File: src/rtl/contador_ud_param_if.sv
// rtl/contador_ud_param_if.sv - control and status bundle for the up/down counter
// master drives load/count controls, slave is the counter.
interface contador_ud_param_if #(
  parameter int WIDTH = 4
);
  logic             clr;
  logic             pl_n;
  logic [WIDTH-1:0] p;
  logic             ce;
  logic             up;
  logic [WIDTH-1:0] q;
  logic             tcu;
  logic             tcd;
  logic             ovf;
  logic             lderr;

  modport master (
    output clr, pl_n, p, ce, up,
    input  q, tcu, tcd, ovf, lderr
  );

  modport slave (
    input  clr, pl_n, p, ce, up,
    output q, tcu, tcd, ovf, lderr
  );
endinterface

File: src/rtl/contador_ud_param.sv
// rtl/contador_ud_param.sv - parametrised up/down counter with modulus, load, saturate and cascade
// Priority per edge: clear > load > count > hold; terminal counts are combinational for rippling.
module contador_ud_param #(
  parameter int WIDTH  = 4,
  parameter int MODULO = 2 ** WIDTH,
  parameter bit SATURA = 1'b0
) (
  input  logic              cp,
  input  logic              mr_n,
  contador_ud_param_if.slave bus
);

  localparam logic [WIDTH-1:0] MAXV = WIDTH'(MODULO - 1);

  logic [WIDTH-1:0] q_r;
  logic             ovf_r;
  logic             lderr_r;

  always_ff @(posedge cp or negedge mr_n) begin
    if (!mr_n) begin
      q_r     <= '0;
      ovf_r   <= 1'b0;
      lderr_r <= 1'b0;
    end else if (bus.clr) begin
      q_r     <= '0;
      ovf_r   <= 1'b0;
      lderr_r <= 1'b0;
    end else if (!bus.pl_n) begin
      // Out-of-range loads clamp to the top of the range and leave a sticky mark.
      if (bus.p > MAXV) begin
        q_r     <= MAXV;
        lderr_r <= 1'b1;
      end else begin
        q_r <= bus.p;
      end
    end else if (bus.ce) begin
      if (bus.up) begin
        if (q_r == MAXV) begin
          ovf_r <= 1'b1;
          if (!SATURA) q_r <= '0;
        end else begin
          q_r <= q_r + WIDTH'(1);
        end
      end else begin
        if (q_r == '0) begin
          ovf_r <= 1'b1;
          if (!SATURA) q_r <= MAXV;
        end else begin
          q_r <= q_r - WIDTH'(1);
        end
      end
    end
  end

  assign bus.q     = q_r;
  assign bus.ovf   = ovf_r;
  assign bus.lderr = lderr_r;
  assign bus.tcu   = bus.ce &  bus.up & (q_r == MAXV);
  assign bus.tcd   = bus.ce & ~bus.up & (q_r == '0);

endmodule

File: src/flat_wrapper.sv
// flat-port wrapper written by rule: the top's interface ports become plain ports
module contador_ud_param_flat 
#(
  parameter int WIDTH  = 4,
  parameter int MODULO = 2 ** WIDTH,
  parameter bit SATURA = 1'b0
)
  (cp, mr_n, bus_clr, bus_pl_n, bus_p, bus_ce, bus_up, bus_q, bus_tcu, bus_tcd, bus_ovf, bus_lderr);
  contador_ud_param_if #(.WIDTH(WIDTH)) bus_i ();
  input  logic cp;
  input  logic mr_n;
  input wire logic [$bits(bus_i.clr)-1:0] bus_clr;
  input wire logic [$bits(bus_i.pl_n)-1:0] bus_pl_n;
  input wire logic [$bits(bus_i.p)-1:0] bus_p;
  input wire logic [$bits(bus_i.ce)-1:0] bus_ce;
  input wire logic [$bits(bus_i.up)-1:0] bus_up;
  output wire logic [$bits(bus_i.q)-1:0] bus_q;
  output wire logic [$bits(bus_i.tcu)-1:0] bus_tcu;
  output wire logic [$bits(bus_i.tcd)-1:0] bus_tcd;
  output wire logic [$bits(bus_i.ovf)-1:0] bus_ovf;
  output wire logic [$bits(bus_i.lderr)-1:0] bus_lderr;
  assign bus_i.clr = bus_clr;
  assign bus_i.pl_n = bus_pl_n;
  assign bus_i.p = bus_p;
  assign bus_i.ce = bus_ce;
  assign bus_i.up = bus_up;
  assign bus_q = bus_i.q;
  assign bus_tcu = bus_i.tcu;
  assign bus_tcd = bus_i.tcd;
  assign bus_ovf = bus_i.ovf;
  assign bus_lderr = bus_i.lderr;
  contador_ud_param #(.WIDTH(WIDTH), .MODULO(MODULO), .SATURA(SATURA)) u_core (.cp(cp), .mr_n(mr_n), .bus(bus_i));
endmodule
File: config.mk
export PLATFORM = sky130hd
export DESIGN_NAME = contador_ud_param_flat
export DESIGN_NICKNAME = d
export VERILOG_FILES = /design/src/rtl/contador_ud_param_if.sv /design/src/rtl/contador_ud_param.sv /design/src/flat_wrapper.sv
export SDC_FILE = /design/constraint.sdc
export NUM_CORES = 1
export LEC_CHECK = 0
export CORE_AREA = 2 2 41 43
export CTS_CLUSTER_SIZE = 24
export DETAILED_ROUTE_END_ITERATION = 10
export DIE_AREA = 0 0 43 45
export GPL_ROUTABILITY_DRIVEN = 0
export MAX_ROUTING_LAYER = met4
export PLACE_DENSITY_LB_ADDON = 0.3
export SYNTH_ARGS = -nofsm -noshare
export SYNTH_HDL_FRONTEND = slang
export SYNTH_SLANG_ARGS = --single-unit
export TNS_END_PERCENT = 100
File: constraint.sdc
create_clock -name cp -period 1.5 [get_ports cp]
set_input_delay 0.3 -clock cp [delete_from_list [all_inputs] [get_ports cp]]
set_output_delay 0.3 -clock cp [all_outputs]
set_load 0.005 [all_outputs]
---- Word-level counts from Yosys, hierarchy flattened ----
Cells that the tools add are included.
storage, ports and cells
  bits in registers ....................... 6
  input port bits ......................... 10
cells by class
  add/subtract/negate cells ............... 2
  $lt $le $gt $ge ......................... 1
  equality and inequality tests ........... 4
  mux-type cells .......................... 16
  bitwise operators ....................... 5
  reductions and logical operators ........ 7
operator list
  cell                 number
  $mux 4               7
  $mux 1               9
  $ne 3x2->1 const B   2
  $reduce_bool 2->1    3
  $add 4x1->4 const B  1
  $and 1x1->1          4
  $eq 4x4->1 const B   1
  $gt 4x4->1 const B   1
  $logic_not 4->1      1
  $reduce_and 4->1     1
  $sub 4x1->4 const B  1
  $reduce_bool 3->1    1
  $ne 2x2->1 const B   1
  $reduce_and 2->1     1
  $not 1->1            1

---- Depth between registers and ports, before layout ----
Gate-level depths: netlist of run 1.
  word-level depth ........................ 6
  gate-level depth with buffers ........... 5
  depth with buffers taken out ............ 5

---- Least setup slack after synthesis of run 1 ----
OpenSTA, ideal clock, no wires.
  path kind ............................... register -> output
  start point ............................. register u_core.q_r[0], in the netlist u_core.bus.q[0]
  end point ............................... output bus_tcd
  data arrival time ....................... 1100 ps
  slack ................................... 100 ps
  stages on the path, launching flop included .. 5
  buffers on the path ..................... 0
  cell sequence ........................... dfrtp_1 inv_1 ha_1 nor4b_2 and2_1
between the ends
  cells in the longest elaborated chain, start to end .. 2
RTL lines
  what                    line                     source
  start, declared         contador_ud_param.sv:15  logic [WIDTH-1:0] q_r;
  start signal, assigned  contador_ud_param.sv:34  q_r <= bus.p;
  start signal, assigned  contador_ud_param.sv:42  q_r <= q_r + WIDTH'(1);
  start signal, assigned  contador_ud_param.sv:49  q_r <= q_r - WIDTH'(1);
  $logic_not 4->1         contador_ud_param.sv:59  assign bus.tcd = bus.ce & ~bus.up & (q_r == '0);
  $and 1x1->1             contador_ud_param.sv:59
  end, declared           flat_wrapper.sv:19       output wire logic [$bits(bus_i.tcd)-1:0] bus_tcd;
Every way passes these cells.

---- Worst setup path after layout of run 1 ----
Ends and elaborated chain as after synthesis.

==> summary.txt, run 1 <==
Outcome
  • Status: finished with violations
  • Failing checks: negative setup slack

Pwr
  • Clock group share of total power: 23.6%
  • Internal: 0.449 mW
  • Switch share: 30.1%
  • Peak VDD IR: 0.282 mV
  • Comb pwr share: 47.3%
  • Register share of total power: 29.1%
  • Design Power: 0.643 mW
  • Static Leakage: 0.435 nW
  • Switching power: 0.193 mW
  • Power Density: 684 nW/um^2

STA
  • Post-route worst setup slack: -216 ps
  • Final Hold Fails: 0
  • F_max: 583 MHz
  • Clock Skews: 5.99 ps
  • Slew @ Worst Pin: 303 ps
  • Final Slew Violations: 0
  • # setup viols final: 6
  • Final Cycle Share: 114%
  • Fin crit period: 1720 ps
  • RSZ-0062 raised after global routing: yes
  • Slew HR: 79.8%

Route
  • First drt pass iteration count: 4
  • Vias per cell: 5.25
  • Vias: 604
  • Routed Antenna Nets: 0
  • Routed len/inst: 14.9 um
  • DRT Wirelength: 1720 um
  • 1st-iter DRT viols: 20
  • DRC errors left: 0

Placed design
  • # placed instances: 99
  • Setup Slack @ Placement: -512 ps
  • I/O Buffers: 17
  • Final HPWL DP: 1060 um

Floorplanning
  • Rows: 14
  • Die height: 45 um
  • Io pins: 18
  • Initial Utilization: 33.7%
  • Core area: 1470 sq um
  • Die Footprint: 1940 sq um
  • Die Wd: 43 um

Yosys
  • Simple-gate share of the synthesized area: 25.5%
  • Distinct cells, synth: 31
  • Mapped Cells: 54
  • Mux contribution to synthesized area: 4.04%
  • Compound-Gate Fraction of Synth Area: 22.7%
  • Post-synth top area cell: dfrtp_1
  • Post-synthesis async set-or-reset flop share: 100%
  • Mean post-synth cell area: 9.18 sq um
  • Synth Net Count: 66
  • Largest cells by area after synthesis: dfrtp_1 30%, ha_1 5.1%, buf_6 4.5%, o211ai_1 4.5%, mux2i_1 4.0%
  • Seq/Total Area, Yosys: 30.3%
  • Number of synthesis warnings: 0
  • Post-Synth Adder-Cell Area: 5.05%
  • Fraction of synthesized cell area in xor and xnor cells: 1.77%
  • Top_reg_cell synth: dfrtp_1
  • Largest family of logic cells by synthesized area: simple AND/OR/NAND/NOR gates
  • Post-Syn Area: 495 sq um
  • Flops & latches, synth: 6
  • Post-synth EDFFs: 0
  • Yosys top cell area share: 30.3%

Clocking
  • Max clock buf depth: 2
  • Clk Latency, worst-skew pair: 250 ps
  • CTS Buf Count: 3
  • Clk sink count: 6
  • Clock root cell: clkbuf_4
  • # hold bufs at CTS: 0
  • Htree depth: 1
  • CTS clk-pin slew, worst paths: 50 ps
  • CTS tree: built

GRT
  • Initial antenna violation count: 0
  • Pin count of the biggest net entering global routing: 8
  • Grt ovf: 0
  • Number of global-route vias before repair: 541
  • Overall Global Routing Usage: 18.4%
  • Global-route wire length before repair: 2480 um

Job
  • Max cap viols: 0

Cells and area
  • Fin util: 63.9%
  • FF/Latch Area: 150 sq um
  • Multi-input gate area: 330 sq um
  • Layout Area Growth over Synthesis: 89.6%
  • Filler cells: 125
  • Share of cells above drive strength 1: 45.5%
  • Non-Filler Instances: 115
  • Fin nets: 113
  • ANT cells: 0

Critical path
  • Crit path max-delay family: flip-flops
  • Critical path endpoint category: primary output
  • Critical path buffer and inverter count: 3
  • Worst path slowest cell: dfrtp_1
  • Max incr delay on CP: 390 ps
  • CP Launch Type: flop
  • Crit path cell chain: buf_6 -> inv_4 -> ha_4 -> nor4b_4 -> and2_1 -> buf_2
  • Worst path required time: 1200 ps
  • Crit-path max FO: 2
  • Critical path class: reg2out
  • Data arrival, critical path: 1420 ps

Min path
  • Hold/Removal Path Class: in2async
[through the flow]
step,setup TNS (ps),instance area (sq um),hold WS (ps)
finish,-679,940,295
floorplan,0,495,4.41
global placement,-1260,776,481
CTS,-574,913,297
global route,-955,940,319
detailed placement,-1380,776,491
[power by group through the flow]
stage          Combinational (mW)  Clock, mW  Sequential (mW)
2_1_floorplan              0.0995          0            0.190
3_3_place_gp                0.216          0            0.186
3_5_place_dp                0.218          0            0.185
4_1_cts                     0.268      0.159            0.187
5_1_grt                     0.322      0.164            0.188
6_report                    0.304      0.152            0.187
[placed cells by master (no fill, tap or decap), types with 2 or more instances in the layout]
master,Yosys,routed
dfrtp_1,6,6
clkdlybuf4s50_1,0,11
nand4_1,2,2
ha_4,0,2
buf_4,0,23
dlygate4sd2_1,0,2
nor2_1,5,5
inv_1,4,3
clkbuf_4,0,3
nor2b_1,3,3
nand2b_1,2,2
buf_2,3,2
o211ai_1,3,3
clkbuf_2,0,2
buf_6,2,7
[flip-flops by register name, summed over array words and instances, names as in the netlist]
name and cells:
u_core.bus.ovf 1, u_core.bus.q 4, u_core.bus.lderr 1
[final timing paths]
kind / startpoint / end / slack [ps] / depth (start not counted)
max in group asynchronous: mr_n / u_core.bus.ovf$_DFFE_PN0P_ / 980 / 1
setup reg to reg: u_core.bus.q[0]$_DFFE_PN0P_ / u_core.bus.q[3]$_DFFE_PN0P_ / -130 / 6
hold reg to reg: u_core.bus.lderr$_DFFE_PN0P_ / u_core.bus.lderr$_DFFE_PN0P_ / 500 / 1
setup / recovery: u_core.bus.q[0]$_DFFE_PN0P_ / bus_tcd / -220 / 6
min in group cp: u_core.bus.lderr$_DFFE_PN0P_ / u_core.bus.lderr$_DFFE_PN0P_ / 500 / 1
hold / removal: mr_n / u_core.bus.q[3]$_DFFE_PN0P_ / 290 / 1
[cell type report]
| type | instances | area share [%] |
|---|---|---|
| inverters | 4 | 1.86 |
| multi-input cells | 39 | 35.2 |
| repair buffers | 47 | 42.5 |
| flip-flops and latches | 6 | 16.0 |
| clock buffers | 3 | 2.40 |
| well taps | 16 | 2.13 |
[cell usage after synthesis, drive strengths merged, types with 2 or more instances]
cell / instances
nand4: 2
or3: 2
o211ai: 3
buf: 5
inv: 4
nand2b: 2
dfrtp: 6
nor2: 5
mux2i: 2
nor2b: 3
ha: 2
[per-layer routing]
layer / track usage [%] / wire length (um)
met1: 21.6 / 759
met2: 30.9 / 814
met3: 1.60 / 95
met4: 10.9 / 46
met5: - / 0
[worst register-to-register path: stages (launching register included)]
cell and delay [ps]:
dfrtp_1 390, buf_4 140, buf_6 120, buf_4 140, or3_4 360, a221oi_2 260
o32ai_1 100
[kinds of logic (layout without fill, tap and decap cells)]
family | Yosys count | in the layout
buffers and inverters | 9 | 54
XOR/XNOR | 1 | 1
adder cells (fa/ha/maj) | 2 | 2
flip-flops | 6 | 6
multiplexers | 2 | 2
AO/OA/AOI/OAI | 14 | 14
AND/OR/NAND/NOR | 20 | 20
[repair_timing]
action / 4_1_cts / 5_1_grt
gates cloned: 0 / 0
pin swaps: 6 / 8
gates resized for setup: 25 / 8
buffers inserted: 10 / 5
endpoints found under the setup margin: 8 / 7
(Power assumes the default switching activity.)
==> run 2: changes to the inputs <==
--- a/config.mk
+++ b/config.mk
@@ -11,7 +11,7 @@
 export DIE_AREA = 0 0 43 45
 export GPL_ROUTABILITY_DRIVEN = 0
 export MAX_ROUTING_LAYER = met4
-export PLACE_DENSITY_LB_ADDON = 0.3
+export PLACE_DENSITY = 0.71
 export SYNTH_ARGS = -nofsm -noshare
 export SYNTH_HDL_FRONTEND = slang
 export SYNTH_SLANG_ARGS = --single-unit
==> summary.txt, run 2 (synthesized netlist as in run 1, its figures left out) <==
Pwr
  • Power Density: 669 nW/um^2 (was 684 nW/um^2)
  • Static Leakage: 0.423 nW (was 0.435 nW)
  • Peak VDD IR: 0.425 mV (was 0.282 mV)

Cells and area
  • Fin nets: 110 (was 113)
  • Non-Filler Instances: 112 (was 115)
  • Layout Area Growth over Synthesis: 87.4% (was 89.6%)
  • Filler cells: 128 (was 125)
  • Max reg flops: 4 (unchanged)
  • Most common cell after layout, fill and taps aside: buf_4 (unchanged)
  • Share of cells above drive strength 1: 42.7% (was 45.5%)
  • Most frequent cells in the layout: 23 x buf_4, 10 x clkdlybuf4s50_1, 6 x dfrtp_1 (was 23 x buf_4, 11 x clkdlybuf4s50_1, 7 x buf_6)
  • ANT cells: 0 (unchanged)
  • Final Cell Area: 928 sq um (was 940 sq um)

Floorplanning
  • Die height: 45 um (unchanged)
  • Die Wd: 43 um (unchanged)
  • Rows: 14 (unchanged)
  • Initial Utilization: 33.7% (unchanged)
  • Die Footprint: 1940 sq um (unchanged)
  • Io pins: 18 (unchanged)
  • Core area: 1470 sq um (unchanged)

Route
  • 1st-iter DRT viols: 13 (was 20)
  • Vias per cell: 5.24 (was 5.25)
  • Vias: 587 (was 604)
  • Routed Antenna Nets: 0 (unchanged)
  • First drt pass iteration count: 4 (unchanged)
  • DRC errors left: 0 (unchanged)
  • Routed len/inst: 14.2 um (was 14.9 um)
  • DRT Wirelength: 1590 um (was 1720 um)

GRT
  • Gr busiest metal: met2 (unchanged)
  • Met1 Use GR: 19.5% (was 21.6%)
  • Grt ovf: 0 (unchanged)
  • M2 GR Usage: 37.9% (was 30.9%)
  • Pin count of the biggest net entering global routing: 7 (was 8)
  • Grt met3 use: 3.20% (was 1.60%)
  • Global-route wire length before repair: 2740 um (was 2480 um)
  • Initial antenna violation count: 0 (unchanged)
  • Overall Global Routing Usage: 19.7% (was 18.4%)
  • Number of global-route vias before repair: 670 (was 541)

Placed design
  • Dpl cell area: 746 sq um (was 776 sq um)
  • Final HPWL DP: 1050 um (was 1060 um)
  • I/O Buffers: 17 (unchanged)
  • # placed instances: 95 (was 99)

Critical path
  • Critical path class: reg2out (unchanged)
  • Critical path endpoint category: primary output (unchanged)
  • Reg2reg path depth: 8 (was 6)
  • Worst path required time: 1200 ps (about the same)
  • CP Launch Type: flop (unchanged)
  • Crit-path max FO: 2 (unchanged)
  • Data arrival, critical path: 1400 ps (was 1420 ps)

Clocking
  • # hold bufs at CTS: 0 (unchanged)
  • CTS Buf Count: 3 (unchanged)
  • Htree depth: 1 (unchanged)
  • Clk Latency, worst-skew pair: 240 ps (was 250 ps)
  • CTS tree: built (unchanged)
  • CTS clk-pin slew, worst paths: 40 ps (was 50 ps)
  • Max clock buf depth: 2 (unchanged)
  • Clk sink count: 6 (unchanged)
  • Clock root cell: clkbuf_4 (unchanged)

STA
  • Final Cycle Share: 113% (was 114%)
  • RSZ-0062 raised after global routing: yes (unchanged)
  • Final Slew Violations: 0 (unchanged)
  • Slew HR: 76.2% (was 79.8%)
  • Final Hold Fails: 0 (unchanged)
  • F_max: 588 MHz (was 583 MHz)
  • Clock Skews: 2.21 ps (was 5.99 ps)
  • Slew @ Worst Pin: 356 ps (was 303 ps)
  • Post-route worst setup slack: -200 ps (was -216 ps)
  • Fin crit period: 1700 ps (was 1720 ps)
  • # setup viols final: 5 (was 6)
  • Worst hold slack: 306 ps (was 295 ps)

Min path
  • Hold/Removal Path Class: in2async (unchanged)

Job
  • Max cap viols: 0 (unchanged)

Outcome
  • Status: finished with violations (unchanged)
  • Failing checks: negative setup slack (unchanged)
## run 2: worst paths after layout
check | startpoint | to | slack, ps
min in group cp | u_core.bus.lderr$_DFFE_PN0P_ | u_core.bus.lderr$_DFFE_PN0P_ | 500
min | mr_n | u_core.bus.q[1]$_DFFE_PN0P_ | 310
max | u_core.bus.q[0]$_DFFE_PN0P_ | bus_tcd | -200
max reg2reg | u_core.bus.q[0]$_DFFE_PN0P_ | u_core.bus.q[0]$_DFFE_PN0P_ | -140
min reg2reg | u_core.bus.lderr$_DFFE_PN0P_ | u_core.bus.lderr$_DFFE_PN0P_ | 500
max in group asynchronous | mr_n | u_core.bus.ovf$_DFFE_PN0P_ | 970
## run 2: layout make-up
| cell class | instances | area (sq um) | share of cell area, % |
|---|---|---|---|
| timing repair buffer | 44 | 372 | 40.0 |
| multi-input combinational | 39 | 347 | 37.3 |
| sequential | 6 | 150 | 16.2 |
| clock buffer | 3 | 22.5 | 2.43 |
| tap | 16 | 20.0 | 2.16 |
| inverter | 4 | 17.5 | 1.89 |
## run 2: per-layer routing
metal,wire length (um),share of wire (%),vias up
li1,-,-,285
met1,626,39,280
met2,869,55,18
met3,60,3.8,4
met4,28,1.8,0
met5,0,0,-
## run 2: critical path, stage by stage, from the launching register on
cell     delay [ps]
dfrtp_1         380
buf_6           120
inv_4            50
ha_4            120
nor4b_4         210
and2_1          160
buf_2           110
## run 2: repair_timing
action,in CTS,in global routing
pin swaps,5,6
resized for setup,25,3
buffers inserted,14,2
endpoints found under the setup margin,8,5
## run 2: stage by stage
step	setup slack [ps]	utilization, %	TNS (ps)	power (mW)
finish	-200	63.1	-590	0.621
global route	-256	63.1	-961	0.653
CTS	-166	62.0	-560	0.610
detailed placement	-559	50.7	-1810	0.390
global placement	-526	50.7	-1660	0.386
floorplan	99.8	-	0	0.289
## run 2: power breakdown
group          switching, mW  internal (mW)
Clock                 0.0557         0.0903
Sequential           0.00948          0.174
Combinational          0.118          0.174
==> run 3: changes to the inputs <==
--- a/config.mk
+++ b/config.mk
@@ -6,12 +6,15 @@
 export NUM_CORES = 1
 export LEC_CHECK = 0
 export CORE_AREA = 2 2 41 43
+export CTS_CLUSTER_DIAMETER = 200
 export CTS_CLUSTER_SIZE = 24
 export DETAILED_ROUTE_END_ITERATION = 10
 export DIE_AREA = 0 0 43 45
 export GPL_ROUTABILITY_DRIVEN = 0
+export HOLD_SLACK_MARGIN = 0.08
 export MAX_ROUTING_LAYER = met4
 export PLACE_DENSITY = 0.71
+export RECOVER_POWER = 50
 export SYNTH_ARGS = -nofsm -noshare
 export SYNTH_HDL_FRONTEND = slang
 export SYNTH_SLANG_ARGS = --single-unit
==> summary.txt, run 3 (synthesized netlist as in run 1, its figures left out) <==
Outcome
  • Status: finished with violations (unchanged)
  • Failing checks: negative setup slack (unchanged)

STA
  • Slew @ Worst Pin: 355 ps (was 356 ps)
  • Fin crit period: 1700 ps (unchanged)
  • RSZ-0062 raised after global routing: yes (unchanged)
  • Final TNS setup: -590 ps (about the same)
  • Final Hold Fails: 0 (unchanged)
  • Clock Skews: 2.21 ps (unchanged)
  • Final Cycle Share: 113% (unchanged)
  • Post-route worst setup slack: -200 ps (unchanged)
  • Slew HR: 76.3% (was 76.2%)
  • F_max: 588 MHz (unchanged)
  • # setup viols final: 5 (unchanged)
  • Final Slew Violations: 0 (unchanged)

Clocking
  • CTS clk-pin slew, worst paths: 40 ps (about the same)
  • Htree depth: 1 (unchanged)
  • Clk Latency, worst-skew pair: 240 ps (about the same)
  • Max clock buf depth: 2 (unchanged)
  • Clock root cell: clkbuf_4 (unchanged)
  • CTS Buf Count: 3 (unchanged)
  • CTS tree: built (unchanged)
  • # hold bufs at CTS: 0 (unchanged)
  • Clk sink count: 6 (unchanged)

Floorplanning
  • Rows: 14 (unchanged)
  • Die Wd: 43 um (unchanged)
  • Die height: 45 um (unchanged)
  • Die Footprint: 1940 sq um (unchanged)
  • Initial Utilization: 33.7% (unchanged)
  • Io pins: 18 (unchanged)
  • Core area: 1470 sq um (unchanged)

Critical path
  • Crit path cell chain: buf_6 -> inv_4 -> ha_4 -> nor4b_4 -> and2_1 -> buf_2 (unchanged)
  • Worst path slowest cell: dfrtp_1 (unchanged)
  • Worst path required time: 1200 ps (about the same)
  • Data arrival, critical path: 1400 ps (about the same)
  • Crit-path max FO: 2 (unchanged)
  • CP Launch Type: flop (unchanged)
  • Critical path class: reg2out (unchanged)
  • Critical path endpoint category: primary output (unchanged)
  • Max incr delay on CP: 380 ps (about the same)

Route
  • 1st-iter DRT viols: 13 (unchanged)
  • DRC errors left: 0 (unchanged)
  • DRT Wirelength: 1580 um (was 1590 um)
  • First drt pass iteration count: 4 (unchanged)
  • Routed Antenna Nets: 0 (unchanged)
  • Vias: 587 (unchanged)
  • Vias per cell: 5.24 (unchanged)
  • Routed len/inst: 14.1 um (was 14.2 um)

GRT
  • Number of global-route vias before repair: 670 (unchanged)
  • Pin count of the biggest net entering global routing: 7 (unchanged)
  • Gr busiest metal: met2 (unchanged)
  • M2 GR Usage: 37.9% (unchanged)
  • Global-route wire length before repair: 2740 um (unchanged)
  • Initial antenna violation count: 0 (unchanged)
  • Grt met3 use: 3.20% (unchanged)
  • Overall Global Routing Usage: 19.7% (unchanged)
  • Grt ovf: 0 (unchanged)
  • Met1 Use GR: 19.5% (unchanged)

Pwr
  • Comb pwr share: 46.9% (was 47.0%)
  • Power Density: 668 nW/um^2 (was 669 nW/um^2)
  • Peak VDD IR: 0.423 mV (was 0.425 mV)
  • Switching power: 0.183 mW (about the same)
  • Static Leakage: 0.423 nW (about the same)
  • Internal: 0.437 mW (was 0.438 mW)
  • Register share of total power: 29.6% (was 29.5%)
  • Clock group share of total power: 23.6% (was 23.5%)
  • Switch share: 29.5% (was 29.4%)

Cells and area
  • Share of cells above drive strength 1: 42.7% (unchanged)
  • Layout Area Growth over Synthesis: 87.4% (unchanged)
  • Max reg flops: 4 (unchanged)
  • Fin nets: 110 (unchanged)
  • Multi-input gate area: 347 sq um (unchanged)
  • ANT cells: 0 (unchanged)
  • Most common cell after layout, fill and taps aside: buf_4 (unchanged)
  • Filler cells: 128 (unchanged)
  • FF/Latch Area: 150 sq um (unchanged)
  • Non-Filler Instances: 112 (unchanged)
  • Most frequent cells in the layout: 23 x buf_4, 8 x clkdlybuf4s50_1, 6 x dfrtp_1 (was 23 x buf_4, 10 x clkdlybuf4s50_1, 6 x dfrtp_1)

Placed design
  • Final HPWL DP: 1050 um (unchanged)
  • # placed instances: 95 (unchanged)
  • I/O Buffers: 17 (unchanged)

Min path
  • Hold/Removal Path Class: in2async (unchanged)

Job
  • Max cap viols: 0 (unchanged)
[run 3: cell types whose count changed in the layout (fill, tap and decap cells not counted), sizes merged]
cell,previous run,this run
clkdlybuf4s50,10,8
dlygate4sd3,0,2
[run 3: final timing paths]
path / startpoint / to / cells past startpoint / slack (ps)
worst max-delay path: u_core.bus.q[0]$_DFFE_PN0P_ / bus_tcd / 6 / -200
worst min-delay path: mr_n / u_core.bus.q[1]$_DFFE_PN0P_ / 1 / 380
worst max register to register: u_core.bus.q[0]$_DFFE_PN0P_ / u_core.bus.q[0]$_DFFE_PN0P_ / 8 / -140
worst min register to register: u_core.bus.lderr$_DFFE_PN0P_ / u_core.bus.lderr$_DFFE_PN0P_ / 1 / 500
max in group asynchronous: mr_n / u_core.bus.ovf$_DFFE_PN0P_ / 1 / 900
min in group cp: u_core.bus.lderr$_DFFE_PN0P_ / u_core.bus.lderr$_DFFE_PN0P_ / 1 / 500
[run 3: what timing repair did]
item	in CTS	in global routing
endpoints found under the setup margin	8	5
setup buffers	14	2
gates resized for setup	25	3
pin swaps	5	6
[run 3: layout make-up]
class                      instances  area share (%)
timing repair buffer              44            40.0
inverter                           4            1.89
multi-input combinational         39            37.3
tap                               16            2.16
sequential                         6            16.2
clock buffer                       3            2.43
[run 3: per-layer routing]
| metal | vias to the layer above | part of all wire (%) |
|---|---|---|
| met1 | 280 | 39 |
| met4 | 0 | 1.8 |
| li1 | 285 | - |
| met3 | 4 | 3.8 |
| met2 | 18 | 55 |
| met5 | - | 0 |
[run 3: power by group through the flow]
stage,Clock (mW),Sequential (mW),Combinational (mW)
6_report,0.146,0.183,0.291
5_1_grt,0.155,0.185,0.312
4_1_cts,0.152,0.183,0.275
3_5_place_dp,0,0.184,0.206
3_3_place_gp,0,0.183,0.203
2_1_floorplan,0,0.190,0.0995
[run 3: critical path, delay by kind of cell, from the launching register on]
| family | cells | cell delay, ps |
|---|---|---|
| buffers and inverters | 3 | 280 |
| adders and majority gates | 1 | 120 |
| and+or+nand+nor | 2 | 370 |
| DFF | 1 | 380 |
[run 3: stage by stage]
step | setup WS [ps] | utilization (%) | power [mW] | cell area (sq um) | hold slack [ps]
2_1_floorplan | 99.8 | - | 0.289 | 495 | 4.41
3_3_place_gp | -526 | 50.7 | 0.386 | 746 | 480
3_5_place_dp | -559 | 50.7 | 0.390 | 746 | 491
4_1_cts | -166 | 62.0 | 0.610 | 912 | 307
5_1_grt | -256 | 63.1 | 0.652 | 928 | 411
6_report | -200 | 63.1 | 0.620 | 928 | 377
